**src/rtl/fifo_pkg.sv**
```systemverilog
// Shared helpers for the dual-clock FIFO pointer blocks (write and read side).
// Gray/binary conversions take a 32-bit argument; callers zero-extend narrower pointers.
package fifo_pkg;

    localparam int FIFO_ADDRSIZE = 4;
    localparam int DEPTH         = 2 ** FIFO_ADDRSIZE;

    function automatic int fifo_depth(input int addrsize);
        return 2 ** addrsize;
    endfunction

    function automatic logic [31:0] bin2gray(input logic [31:0] b);
        return (b >> 1) ^ b;
    endfunction

    // Each binary bit is the XOR of all Gray bits at or above it; zero upper bits are harmless.
    function automatic logic [31:0] gray2bin(input logic [31:0] g);
        logic [31:0] b;
        b = '0;
        for (int i = 31; i >= 0; i--) begin
            b[i] = (i == 31) ? g[i] : (b[i+1] ^ g[i]);
        end
        return b;
    endfunction

endpackage

```
**src/rtl/wptr_full.sv**
```systemverilog
// Write-side pointer, full/almost-full flags, occupancy estimate and sticky overflow
// for the dual-clock FIFO; everything runs in the wclk domain.
module wptr_full
    import fifo_pkg::*;
#(
    parameter int ADDRSIZE     = 4,
    parameter int AFULL_THRESH = 12
) (
    input  logic                wclk,
    input  logic                wrst,
    input  logic                winc,
    input  logic                woverflow_clr,
    input  logic [ADDRSIZE:0]   wq2_rptr,
    output logic [ADDRSIZE-1:0] waddr,
    output logic [ADDRSIZE:0]   wptr,
    output logic                wfull,
    output logic                walmost_full,
    output logic [ADDRSIZE:0]   wcount,
    output logic                woverflow
);

    localparam logic [ADDRSIZE:0] AF_LVL = (ADDRSIZE+1)'(AFULL_THRESH);

    logic [ADDRSIZE:0] wbin;
    logic [ADDRSIZE:0] wbinnext;
    logic [ADDRSIZE:0] wgraynext;
    logic [ADDRSIZE:0] rbin_s;
    logic [ADDRSIZE:0] wdiff;
    logic [ADDRSIZE:0] rptr_full_pat;
    logic              wpush;
    logic              wdrop;

    always_comb begin
        wpush         = winc & ~wfull;
        wdrop         = winc & wfull;
        wbinnext      = wbin + {{ADDRSIZE{1'b0}}, wpush};
        wgraynext     = (ADDRSIZE+1)'(bin2gray(32'(wbinnext)));
        rbin_s        = (ADDRSIZE+1)'(gray2bin(32'(wq2_rptr)));
        wdiff         = wbinnext - rbin_s;
        // Full when the write pointer has lapped the read pointer: top two Gray bits inverted.
        rptr_full_pat = {~wq2_rptr[ADDRSIZE:ADDRSIZE-1], wq2_rptr[ADDRSIZE-2:0]};
    end

    always_ff @(posedge wclk) begin
        if (wrst) begin
            wbin         <= '0;
            wptr         <= '0;
            wfull        <= 1'b0;
            walmost_full <= 1'b0;
            wcount       <= '0;
            woverflow    <= 1'b0;
        end else begin
            wbin         <= wbinnext;
            wptr         <= wgraynext;
            wfull        <= (wgraynext == rptr_full_pat);
            walmost_full <= (wdiff >= AF_LVL);
            wcount       <= wdiff;
            // A dropped write in the same cycle as a clear keeps the flag set.
            woverflow    <= woverflow_clr ? wdrop : (woverflow | wdrop);
        end
    end

    assign waddr = wbin[ADDRSIZE-1:0];

endmodule

```
**config.mk**
```make
export PLATFORM = sky130hd
export DESIGN_NAME = wptr_full
export DESIGN_NICKNAME = d
export VERILOG_FILES = /design/src/rtl/fifo_pkg.sv /design/src/rtl/wptr_full.sv
export SDC_FILE = /design/constraint.sdc
export NUM_CORES = 1
export LEC_CHECK = 0
export CAP_MARGIN = 10
export CORE_MARGIN = 2
export CORE_UTILIZATION = 35
export CTS_CLUSTER_SIZE = 12
export DETAILED_ROUTE_END_ITERATION = 16
export SYNTH_ARGS = -nofsm -noshare
export SYNTH_HDL_FRONTEND = slang
export SYNTH_SLANG_ARGS = --single-unit
```
**constraint.sdc**
```tcl
create_clock -name wclk -period 3.5 [get_ports wclk]
set_input_delay 0.35 -clock wclk [delete_from_list [all_inputs] [get_ports wclk]]
set_output_delay 0.35 -clock wclk [all_outputs]
set_load 0.03 [all_outputs]
```
# After elaboration in Yosys (flattened, before gate mapping)

Cells that the tools add are included.

Bits in registers: 18
Bits of input ports: 9
Output and inout bits: 17
Word-level logic and storage cells: 21

Add/subtract/negate cells: 2
Magnitude comparators: 1
Eq/ne operators: 1
Multiplexer cells: 1
Bitwise gates (word level): 10

Operator list:

| kind               | count |
|---|---|
| $add 5x1->5        | 1 |
| $eq 5x5->1         | 1 |
| $ge 5x4->1 const B | 1 |
| $sub 5x5->5        | 1 |
| $xor 4x5->5        | 1 |
| $xor 1x1->1        | 4 |
| $and 1x1->1        | 2 |
| $not 2->2          | 1 |
| $mux 1             | 1 |
| $not 1->1          | 1 |
| $or 1x1->1         | 1 |

# Logic depth before layout (Yosys ltp)

Gate-level depths: netlist (run 1).

Depth after elaboration: 6
Mapped depth: 10
Mapped depth without buffers: 10

# Worst setup path after synthesis (run 1)

Ideal clock, no wire load.

Path type: input to register
From: in wq2_rptr[4]
To: reg walmost_full
Setup time: 0.131 ns
Data arrival time: 2.287 ns
Required time: 3.369 ns
Path slack: 1.082 ns
Stages: 10
Path buffers: 0
Cells stage by stage: xnor2_1 > xor2_1 > xor2_1 > xnor2_1 > ha_1 > fa_1 > nand2b_1 > a21oi_1 > xnor2_1 > o32ai_1

Cells in the longest elaborated chain, start to end: 6

Ends and longest elaborated chain:

| what                      | line            | RTL |
|---|---|---|
| from (decl)               | wptr_full.sv:13 | `input logic [ADDRSIZE:0] wq2_rptr,` |
| $xor 1x1->1 (4 in series) | fifo_pkg.sv:21  | `b[i] = (i == 31) ? g[i] : (b[i+1] ^ g[i]);` |
| $sub 5x5->5 (*)           | wptr_full.sv:39 | `wdiff = wbinnext - rbin_s;` |
| $ge 5x4->1 (*)            | wptr_full.sv:56 | `walmost_full <= (wdiff >= AF_LVL);` |
| to (signal assigned)      | wptr_full.sv:56 |  |
| to (decl)                 | wptr_full.sv:17 | `output logic walmost_full,` |

Mark *: on every way between the ends. The rest lies on a longest branch, timed or not.
A chain may end at the register's enable or synchronous reset.

# Worst setup path in the final report (run 1)

Ends and elaborated chain as after synthesis.

==> impl_metrics.csv, run 1 <==
group,metric,value,unit
run_status,status,"finished clean",
critical_path,reg2reg_slack,1160,ps
power,internal_power,354,uW
floorplan,dieArea,0.00303,sq mm
synthesis,synth_top_flop_cell,"dfxtp_1",
timing,setup_violations,0,
timing,drv_slew,0,
critical_path,crit_start,"wq2_rptr[4]",
critical_path,arrival,2960,ps
timing,max_slew_margin,59.3,%
clock_network,root_buffer,"clkbuf_4",
critical_path,critPathRequiredTime,3660,ps
global_route,antenna_found_initial,0,
global_route,grt_pass1_wl,2900,microns
critical_path,crit_chain,"clkdlybuf4s50_1 > xnor2_1 > xor2_1 > xor2_1 > xnor2_1 > ha_1 > fa_1 > nand2b_1 > a21oi_1 > xnor2_1 > o32ai_1",
detailed_routing,drtPass1Iterations,2,
hold_path,hold_path.class,"reg2reg",
critical_path,worst_path_most_repeated_cell,"xnor2_1",
clock_network,cts.sinks,17,
global_route,grt_usage,14.1,%
critical_path,critPathMaxStageDelay,450,ps
synthesis,syn_inst,95,
place,place_area,0.00119,sq mm
critical_path,crit_type,"in2reg",
critical_path,r2r-start,"wfull",
timing,worst_pin_slew,608,ps
clock_network,cts_buffer_depth,2,
critical_path,crit_path_top_delay_cell,"clkdlybuf4s50_1",
critical_path,end_kind,"flip-flop",
power,leakagePower,0.497,nW
synthesis,avgSynthCellArea,9.59,sq um
detailed_routing,num_vias,709,
floorplan,fp.coreArea,0.00248,sq mm
timing,fin_skew,4.26,ps
floorplan,dieWidth,55.0,microns
detailed_routing,ant_nets,0,
clock_network,holdBufCountCts,0,
clock_network,numCtsBuffers,3,
layout,design_area,0.00122,sq mm
synthesis,ys_seq_area_share,37.4,%
clock_network,cts_tree,"built",
synthesis,synthesis.area,911,sq um
timing,fmax,358,MHz
place,gp_congestion,0.713,
place,dp_hpwl,1330,microns
global_route,grt_start_max_net_pins,18,
clock_network,clkSlewWorstSetupHoldPaths,110,ps
floorplan,num_io_pins,26,
detailed_routing,via_per_inst,4.66,
floorplan,num_rows,18,
synthesis,syn_nets,111,
power,netSwitchingFraction,34.6,%
global_route,first_global_vias,654,
detailed_routing,drtIter0Drc,1,
detailed_routing,route.detailed.drc,0,
detailed_routing,drt-wirelength-per-cell,11.4,microns
power,power_density,444,mW/mm^2
synthesis,synth_cell_types,29,
place,io_buffer_count,25,
clock_network,post_cts_buffers,0,
synthesis,synthArstFlopShare,0,%
floorplan,start_util,36.8,%
layout,drive_above_1_share,6.56,%
timing,hold_viol,0,
layout,fillers,257,
synthesis,yosysWarnings,0,
power,power_frac_comb,38.4,%
run,maxCapViolCount,0,
clock_network,htree_levels,1,
synthesis,synth-seq-cells,17,
layout,nets,139,
layout,antenna_cells,0,
power,clock_power_share,20.2,%
critical_path,regToRegEndpoint,"walmost_full",
critical_path,rr_worst_depth,9,
clock_network,clock_latency,290,ps
timing,rsz0062_at_grt,"no",
place,place_inst,148,
power,vdd_drop_max,0.268,mV
layout,syn_to_final_growth,34.1,%
critical_path,critPathLaunchType,"input pin",
power,finalPower,542,uW
critical_path,path_max_fanout,3,
global_route,overflow,0,
clock_network,post_cts_resized,0,
critical_path,crit_path_end,"walmost_full",
layout,instances_no_fill,152,
synthesis,synth_edf_count,0,
timing,tns,0,ps
power,p_sw,187,uW
detailed_routing,wl,1740,microns
floorplan,die_h,55.0,microns
power,seqPwrFrac,41.4,%
timing,period_share,79.9,%
timing,layout_min_cycle_time,2800,ps
## how the worst min path moves through the flow
| stage | end | slack (ps) | start | cells after the start |
|---|---|---|---|---|
| final | woverflow | 480 | woverflow | 2 |
| after global routing | woverflow | 510 | wfull | 2 |
| after CTS | woverflow | 480 | woverflow | 2 |
| after detailed placement | woverflow | 470 | woverflow | 2 |
| after global placement | woverflow | 460 | woverflow | 2 |
| after floorplan | woverflow | 500 | winc | 2 |
## registers in the layout, indices dropped and copies added (netlist names)
| signal | cells |
|---|---|
| walmost_full | 1 |
| wbin | 4 |
| wcount | 5 |
| wfull | 1 |
| woverflow | 1 |
| wptr | 5 |
## worst max-delay path: cells and delay by family
| family | cells | cell delay [ps] |
|---|---|---|
| AND/OR/NAND/NOR | 1 | 160 |
| adder cells (fa/ha/maj) | 2 | 650 |
| XOR/XNOR | 5 | 1100 |
| buffers and inverters | 1 | 450 |
| AO/OA/AOI/OAI | 2 | 260 |
## metal layers
layer / wire length (microns) / track usage (%) / vias up
met5: 0 / 0 / -
met4: 37 / 7.32 / 0
met3: 82 / 4.03 / 5
met2: 734 / 20.4 / 21
met1: 881 / 18.8 / 319
li1: - / - / 364
## area by class of cell
type	count	area, sq um	share of cell area, %
Clock inverter	1	5.00	0.410
Sequential cell	17	340	27.9
Tap cell	30	37.5	3.07
Inverter	7	26.3	2.15
Timing Repair Buffer	26	258	21.1
Multi-Input combinational cell	68	532	43.5
Clock buffer	3	22.5	1.84
## synth_stat cells (2+ instances only)
master,number,area share [%]
nand2_1,2,0.82
nor2_1,15,6.2
xor2_1,7,6.7
nand2b_1,3,2.1
nor3b_1,2,1.6
ha_1,6,8.2
o21ai_0,2,1.1
dfxtp_1,17,37
inv_1,7,2.9
a21oi_1,2,1.1
clkbuf_1,2,0.82
xnor2_1,12,12
nor2b_1,2,1.4
## per-stage QoR
stage / util [%] / hold slack, ps / worst slack, ps
floorplan: - / 499 / 1080
global placement: 48.2 / 456 / 430
detailed placement: 48.2 / 467 / 375
CTS: 49.3 / 483 / 674
global route: 49.3 / 505 / 487
finish: 49.3 / 476 / 704
## layout by cell type (no fill, tap or decap), types with 2 or more instances in the layout
master,count
xnor2_1,12
nor3b_1,2
xor2_1,7
ha_1,6
dfxtp_1,17
clkdlybuf4s50_1,25
nor2b_1,2
nand2b_1,3
nor2_1,15
clkbuf_4,3
a21oi_1,2
o21ai_0,2
nand2_1,2
inv_1,7
## power by group through the flow
stage	logic [mW]	clock network, mW	registers [mW]
5_1_grt	0.231	0.129	0.227
3_3_place_gp	0.210	0	0.229
3_5_place_dp	0.209	0	0.229
6_report	0.208	0.109	0.224
2_1_floorplan	0.0893	0	0.277
4_1_cts	0.212	0.114	0.225
## kinds of logic (layout without fill, tap and decap cells)
group	count (synthesis)	in the layout	synth area share (%)
and+or+nand+nor	30	30	16.3
xor gates and xnor gates	21	21	22.7
DFF	17	17	37.4
buffers and inverters	10	37	4.26
AOI/OAI and AO/OA	9	9	7.83
adders and majority gates	7	7	10.4
muxes	1	1	1.10
No activity file was read; power rests on OpenSTA's default activity.
==> run 2, diff against run 1 <==
==> constraint.sdc (replaced) <==
create_clock -name wclk -period 2.9 [get_ports wclk]
set_input_delay 0.29 -clock wclk [delete_from_list [all_inputs] [get_ports wclk]]
set_output_delay 0.29 -clock wclk [all_outputs]
set_load 0.03 [all_outputs]
==> run 2 against run 1 <==
- combinational power up 32%
- clock skew shrank 2.4 ps
- hold slack improved by 5.1 ps
- largest power group is now combinational cells
==> impl_metrics.csv, run 2 (same netlist as run 1, synthesis figures left out) <==
group,metric,value,unit
run_status,status,"finished clean",
detailed_routing,route.detailed.drc,0,
layout,syn_to_final_growth,40.5,%
place,gp_congestion,0.726,
layout,design_area,0.00128,sq mm
critical_path,path_max_fanout,2,
global_route,grt_usage,14.0,%
place,io_buffer_count,25,
layout,top_regs,"wcount: 5 flops, wptr: 5 flops, wbin: 4 flops",
place,dp_hpwl,1370,microns
detailed_routing,drtIter0Drc,5,
detailed_routing,ant_nets,0,
clock_network,htree_levels,1,
clock_network,cts.sinks,17,
critical_path,worst_path_most_repeated_cell,"xnor2_1",
critical_path,end_kind,"flip-flop",
power,finalPower,673,uW
place,dp_slack,-136,ps
clock_network,cts_tree,"built",
timing,rsz0062_at_grt,"no",
detailed_routing,drtPass1Iterations,4,
timing,setup_slack,232,ps
detailed_routing,drt-wirelength-per-cell,11.1,microns
timing,layout_min_cycle_time,2670,ps
timing,hold_viol,0,
clock_network,clock_latency,290,ps
floorplan,fp.coreArea,0.00248,sq mm
floorplan,num_io_pins,26,
run,maxCapViolCount,0,
layout,layout_common_cells,"25 x clkdlybuf4s50_1, 17 x dfxtp_1, 15 x nor2_1",
timing,max_slew_margin,59.7,%
global_route,first_global_vias,701,
floorplan,die_h,55.0,microns
detailed_routing,num_vias,736,
place,place_area,0.00125,sq mm
critical_path,arrival,2820,ps
floorplan,dieArea,0.00303,sq mm
critical_path,crit_chain,"clkdlybuf4s50_1 > xnor2_1 > xor2_1 > xor2_1 > xnor2_1 > ha_1 > fa_1 > nand2b_1 > a21oi_1 > xnor2_1 > o32ai_1",
timing,drv_slew,0,
critical_path,critPathRequiredTime,3050,ps
layout,fin_util,51.7,%
global_route,overflow,0,
floorplan,start_util,36.8,%
layout,multi_input_area,532,sq um
floorplan,num_rows,18,
clock_network,cts_buffer_depth,2,
layout,antenna_cells,0,
layout,mostFrequentLayoutCell,"clkdlybuf4s50_1",
layout,fillers,249,
clock_network,clkSlewWorstSetupHoldPaths,100,ps
detailed_routing,via_per_inst,4.60,
timing,fin_skew,1.89,ps
layout,regArea,340,sq um
timing,setup_violations,0,
layout,nets,147,
power,vdd_drop_max,0.359,mV
timing,fmax,375,MHz
global_route,antenna_found_initial,0,
critical_path,critPathMaxStageDelay,440,ps
global_route,grt_pass1_wl,2960,microns
layout,drive_above_1_share,11.5,%
detailed_routing,wl,1780,microns
global_route,grt_start_max_net_pins,18,
critical_path,critPathLaunchType,"input pin",
hold_path,hold_path.class,"reg2reg",
power,leakagePower,0.534,nW
critical_path,crit_type,"in2reg",
timing,worst_pin_slew,603,ps
clock_network,root_buffer,"clkbuf_4",
power,power_density,526,mW/mm^2
timing,period_share,92.0,%
floorplan,dieWidth,55.0,microns
critical_path,crit_path_top_delay_cell,"clkdlybuf4s50_1",
clock_network,numCtsBuffers,3,
-- run 2: worst max-delay path: cells and delay by family --
family | cells | cell delay, ps
fa+ha+maj | 2 | 630
buf+inv | 1 | 440
simple gates | 1 | 160
xor+xnor | 5 | 1050
compound gates | 2 | 260
-- run 2: metrics by stage --
step	setup TNS [ps]	cells	hold slack [ps]
finish	0	160	481
global route	0	160	507
CTS	0	159	488
detailed placement	-215	155	472
global placement	-70.2	155	456
floorplan	0	95	439
-- run 2: where the power goes --
| part | internal [mW] | switching, mW |
|---|---|---|
| clock network | 0.0535 | 0.0747 |
| logic | 0.133 | 0.141 |
| registers | 0.262 | 0.00925 |
| total | 0.448 | 0.225 |
-- run 2: path summary, 6_finish.rpt --
check	depth (start not counted)	start	to	slack [ps]
worst min register to register	2	woverflow	woverflow	480
worst max-delay path	11	wq2_rptr[4]	walmost_full	230
worst max register to register	9	wfull	walmost_full	690
worst min-delay path	2	woverflow	woverflow	480
-- run 2: area by class of cell --
class / count / share of cell area [%]
clock buffer: 4 / 2.05
inverter: 7 / 2.05
multi-input combinational: 68 / 41.5
sequential: 17 / 26.6
tap: 30 / 2.93
timing repair buffer: 34 / 24.8
-- run 2: repair_timing --
action                                  in CTS  in global routing
endpoints found under the setup margin       0                  1
endpoints found under the hold margin        0                  0
setup buffers                                0                  1
hold buffers                                 0                  0
resized for setup                            0                  0
-- run 2: routing by layer --
layer | GRT usage, % | part of all wire [%] | up-vias
li1 | - | - | 379
met1 | 18.0 | 50 | 337
met2 | 21.6 | 44 | 18
met3 | 3.23 | 5.4 | 2
met4 | 7.32 | 0.62 | 0
met5 | 0 | 0 | -
